<file path="src/rtl/hamming_stream_encoder.sv">
// Pipelined Hamming(7,4) / SEC-DED(8,4) stream encoder.
// Each 4-bit group of data_in is encoded on its own. The encoded word is
// handed out through a 2-entry output buffer (output register + skid
// register) with a valid/ready handshake on both sides.
module hamming_stream_encoder #(
  parameter int NIB  = 32,
  parameter int EXT  = 0,
  parameter int CNTW = 16,
  localparam int G   = (EXT != 0) ? 8 : 7
) (
  input  logic                clk,
  input  logic                rst,
  input  logic                enable,
  input  logic                in_valid,
  output logic                in_ready,
  input  logic [4*NIB-1:0]    data_in,
  output logic                out_valid,
  input  logic                out_ready,
  output logic [G*NIB-1:0]    encoded_data,
  output logic [CNTW-1:0]     word_count
);

  // Buffer occupancy: EMPTY (OR empty), ONE (OR full), FULL (OR and SK full)
  typedef enum logic [1:0] {
    S_EMPTY = 2'b00,
    S_ONE   = 2'b01,
    S_FULL  = 2'b11
  } state_t;

  state_t             state;
  state_t             state_nxt;
  logic [G*NIB-1:0]   enc_word;
  logic [G*NIB-1:0]   out_word;
  logic [G*NIB-1:0]   skid_word;
  logic               sk_valid;
  logic               accept;
  logic               pop;
  logic               load_out_new;
  logic               load_out_skid;
  logic               load_skid;

  // Per-group encoder: data in the low nibble, parity {p2,p1,p0} above it,
  // and in SEC-DED mode an overall even-parity bit on top.
  for (genvar i = 0; i < NIB; i++) begin : g_grp
    logic [3:0] d;
    logic [2:0] p;
    assign d = data_in[4*i +: 4];
    assign p = {d[1] ^ d[2] ^ d[3],
                d[0] ^ d[2] ^ d[3],
                d[0] ^ d[1] ^ d[3]};
    assign enc_word[G*i +: 7] = {p, d};
    if (EXT != 0) begin : g_ext
      // XOR of all seven lower bits reduces to d0^d1^d2
      assign enc_word[G*i + 7] = d[0] ^ d[1] ^ d[2];
    end
  end

  // Flags are decoded from the occupancy state; in_ready depends only on
  // registered state, enable and reset, never on out_ready.
  assign out_valid    = (state != S_EMPTY);
  assign sk_valid     = (state == S_FULL);
  assign in_ready     = enable & ~sk_valid & ~rst;
  assign accept       = in_valid & in_ready;
  assign pop          = out_valid & out_ready;
  assign encoded_data = out_word;

  // Occupancy state register
  always_ff @(posedge clk or posedge rst) begin
    if (rst) begin
      state <= S_EMPTY;
    end else begin
      state <= state_nxt;
    end
  end

  // Next occupancy and buffer load controls
  always_comb begin
    state_nxt     = state;
    load_out_new  = 1'b0;
    load_out_skid = 1'b0;
    load_skid     = 1'b0;
    case (state)
      S_EMPTY: begin
        if (accept) begin
          state_nxt    = S_ONE;
          load_out_new = 1'b1;
        end
      end
      S_ONE: begin
        if (accept && pop) begin
          load_out_new = 1'b1;
        end else if (accept) begin
          state_nxt = S_FULL;
          load_skid = 1'b1;
        end else if (pop) begin
          state_nxt = S_EMPTY;
        end
      end
      S_FULL: begin
        // accept cannot happen here: in_ready is low while SK is occupied
        if (pop) begin
          state_nxt     = S_ONE;
          load_out_skid = 1'b1;
        end
      end
      default: begin
        state_nxt = S_EMPTY;
      end
    endcase
  end

  // Output and skid data registers; OR keeps its value when it empties
  always_ff @(posedge clk or posedge rst) begin
    if (rst) begin
      out_word  <= '0;
      skid_word <= '0;
    end else begin
      if (load_out_new) begin
        out_word <= enc_word;
      end else if (load_out_skid) begin
        out_word <= skid_word;
      end
      if (load_skid) begin
        skid_word <= enc_word;
      end
    end
  end

  // Count of completed output handshakes, wrapping naturally
  always_ff @(posedge clk or posedge rst) begin
    if (rst) begin
      word_count <= '0;
    end else if (pop) begin
      word_count <= word_count + 1'b1;
    end
  end

endmodule

</file>
<file path="config.mk">
export PLATFORM = sky130hd
export DESIGN_NAME = hamming_stream_encoder
export DESIGN_NICKNAME = d
export VERILOG_FILES = /design/src/rtl/hamming_stream_encoder.sv
export SDC_FILE = /design/constraint.sdc
export NUM_CORES = 1
export LEC_CHECK = 0
export CAP_MARGIN = 20
export CORE_MARGIN = 2
export CORE_UTILIZATION = 30
export DETAILED_ROUTE_END_ITERATION = 12
export SETUP_SLACK_MARGIN = 0.15
export SLEW_MARGIN = 15
export SYNTH_ARGS = -nofsm -noshare
export SYNTH_HDL_FRONTEND = slang
export SYNTH_SLANG_ARGS = --single-unit
</file>
<file path="constraint.sdc">
create_clock -name clk -period 18.8 [get_ports clk]
set_input_delay 3.76 -clock clk [delete_from_list [all_inputs] [get_ports clk]]
set_output_delay 3.76 -clock clk [all_outputs]
set_load 0.01 [all_outputs]
</file>
==> impl_metrics.json <==
{
  "coreArea_um2": 67500,
  "holdWs_ps": 471,
  "hold_buffers": 0,
  "pin_count": 375,
  "rsz0062_at_grt": "false",
  "io_buffers": 374,
  "synth_edf_count": 0,
  "power.switching_w": 0.00137,
  "yosysWarnings": 0,
  "fill_cells": 6435,
  "power_density_nw_per_um2": 161,
  "cts-root-buf": "clkbuf_16",
  "hold_viol_final": 0,
  "die_y_um": 266,
  "dr_total_vias": 13799,
  "clk_latency_ps": 590,
  "ys_async_sr_fraction": 1.00,
  "fin_crit_sh": 0.469,
  "ys_top_cells_by_area": "dfrtp_1 (57%), mux2i_1 (9.3%), nand2_1 (6.6%), mux2_4 (5.7%), a22oi_1 (4.7%)",
  "p_comb_frac": 0.347,
  "fin_setup_tns_ps": 0,
  "start_util": 0.305,
  "grt_pass1_vias": 14523,
  "fin_skew_ps": 10.5,
  "netlist_instances": 1689,
  "setup_viol": 0,
  "rr_worst_depth": 7,
  "numCtsBuffers": 53,
  "clockPowerShare": 0.241,
  "p_int_w": 0.00293,
  "grt_pass1_wl_mm": 86.0,
  "synth_seq_cells": 466,
  "slew_headroom": 0.243,
  "ctsResizeCount": 0,
  "cp-startpoint": "rst",
  "grt_overflow": 0,
  "rows": 95,
  "period_needed_ps": 8830,
  "hpwl_mm": 35.8,
  "ir_worst_vdd_mv": 0.0756,
  "antenna_found_initial": 5,
  "antenna_left": 0,
  "synthFlopType": "dfrtp_1",
  "die_w_um": 266,
  "h-tree-depth": 2,
  "grt_max_degree": 177,
  "crit_type": "in -> out",
  "grt_use_total": 0.153,
  "avgSynthCellArea_um2": 12.2,
  "cts_setup_buffers": 0,
  "drtPass1Iterations": 5,
  "p_seq_frac": 0.412,
  "cts_buffer_depth": 3,
  "syn_area_um2": 20600,
  "drcViolationCount": 0,
  "synth_top_area_cell": "dfrtp_1",
  "nets": 2170,
  "yosysTopAreaCellShare": 0.567,
  "viasPerCell": 4.68,
  "gp_congestion": 0.797,
  "switching_share": 0.318,
  "cts_sinks": 466,
  "cts.clk_slew.worst_paths_ps": 60,
  "arrival_ps": 5070,
  "first_iter_violations": 793,
  "final_util": 0.396,
  "cts_tree": "built",
  "seq_area_frac_synth": 0.567,
  "maxSlewViolCount": 0,
  "p_leak_nw": 12.4,
  "area_growth_pct": 30.1,
  "layout_setup_ws_ps": 9970,
  "synth_cell_type_count": 37,
  "dp_slack_ps": 9970,
  "drive_above_1_share": 0.114,
  "crit_fanout": 3,
  "r2r-start": "state[0]$_DFFE_PP0P_",
  "outcome": "finished, final reports clean",
  "endpoint_kind": "output pin",
  "worst_pin_slew_ps": 1130,
  "crit_required_ps": 15040,
  "fp.dieArea_um2": 70600,
  "reg2reg_slack_ps": 14990,
  "start_kind": "input port",
  "hold_class": "reg -> reg",
  "routed_wl_mm": 54.6,
  "r2r_end": "encoded_data[48]$_DFFE_PP0P_",
  "maxCapViolations": 0,
  "worstSetupEndpoint": "in_ready",
  "fmax_ghz": 0.113,
  "wire_per_inst_um": 18.5,
  "synth_nets": 1827
}
[worst min path at each step]
stage | start | to | slack, ps | cells after the start
floorplan | skid_word[102]$_DFFE_PP0P_ | skid_word[102]$_DFFE_PP0P_ | 450 | 2
global placement | encoded_data[122]$_DFFE_PP0P_ | encoded_data[122]$_DFFE_PP0P_ | 460 | 2
detailed placement | encoded_data[134]$_DFFE_PP0P_ | encoded_data[134]$_DFFE_PP0P_ | 460 | 2
CTS | encoded_data[134]$_DFFE_PP0P_ | encoded_data[134]$_DFFE_PP0P_ | 480 | 2
global route | skid_word[96]$_DFFE_PP0P_ | skid_word[96]$_DFFE_PP0P_ | 500 | 2
finish | encoded_data[177]$_DFFE_PP0P_ | encoded_data[177]$_DFFE_PP0P_ | 470 | 2
[cell families after synthesis]
kind of cell    count (synthesis)  synth area share
xor+xnor                      175            0.0746
fa+ha+maj                       5           0.00304
flops                         466             0.567
mux                           320             0.178
compound gates                231            0.0726
buf+inv                       105            0.0299
simple gates                  387            0.0747
[critical path, cell delays in order]
cell             delay, ps
clkdlybuf4s50_1        520
nor3b_1                230
clkdlybuf4s50_1        560
[power groups by stage]
stage	Sequential, W	Clock, W	Combinational (W)
finish	0.00177	0.00103	0.00149
detailed placement	0.00178	0	0.00151
CTS	0.00177	0.00107	0.00152
floorplan	0.00184	0	0.000645
global route	0.00182	0.00111	0.00162
global placement	0.00176	0	0.00148
[metal layers]
metal | global-route usage | wire [um] | vias up
met1 | 0.197 | 23900 | 6970
li1 | - | - | 6489
met5 | 0 | 25 | -
met4 | 0.0545 | 1560 | 4
met3 | 0.0324 | 2420 | 85
met2 | 0.255 | 26700 | 251
[cell usage in the layout, fill, tap and decap left out, types with 5 or more instances in the layout]
| cell type | synthesis | final |
|---|---|---|
| a22oi_1 | 128 | 128 |
| buf_4 | 5 | 11 |
| clkbuf_1 | 31 | 12 |
| clkbuf_16 | 0 | 55 |
| clkbuf_8 | 0 | 13 |
| clkdlybuf4s50_1 | 0 | 374 |
| clkinv_2 | 0 | 10 |
| dfrtp_1 | 466 | 466 |
| ha_1 | 5 | 5 |
| mux2_2 | 52 | 52 |
| mux2_4 | 78 | 78 |
| mux2i_1 | 190 | 190 |
| nand2_1 | 359 | 358 |
| nor2_1 | 5 | 5 |
| o21ai_0 | 78 | 78 |
| o21ai_1 | 18 | 18 |
| xnor2_1 | 103 | 103 |
| xor2_1 | 72 | 72 |
[synth_stat cells, types with 5 or more instances]
cell type / count
nor2_1: 5
buf_2: 41
buf_4: 5
o21ai_1: 18
ha_1: 5
a22oi_1: 128
mux2_2: 52
nand2_1: 359
xnor2_1: 103
inv_1: 5
clkbuf_1: 31
o21ai_0: 78
buf_6: 20
mux2i_1: 190
dfrtp_1: 466
mux2_4: 78
xor2_1: 72
[flip-flops by register name, indices dropped and copies added (netlist names)]
signal and count:
word_count 16, skid_word 224, state 2, encoded_data 224
[final cells by class]
class	instances	area (um^2)	area share
diodes	3	7.51	0.000281
clock buffers	80	1600	0.0598
flip-flops and latches	466	11700	0.436
clock inverters	17	151	0.00566
multi-input cells	1118	8310	0.311
repair buffers	388	3890	0.146
well taps	873	1090	0.0408
inverters	5	26.3	0.000983
[per-stage QoR]
step           cells  area [um^2]  total power (W)
2_1_floorplan   1689        20600          0.00248
3_3_place_gp    2849        25000          0.00324
3_5_place_dp    2849        25000          0.00329
4_1_cts         2946        26700          0.00435
5_1_grt         2950        26700          0.00456
6_report        2950        26700          0.00429
No activity file was read; power rests on OpenSTA's default activity.
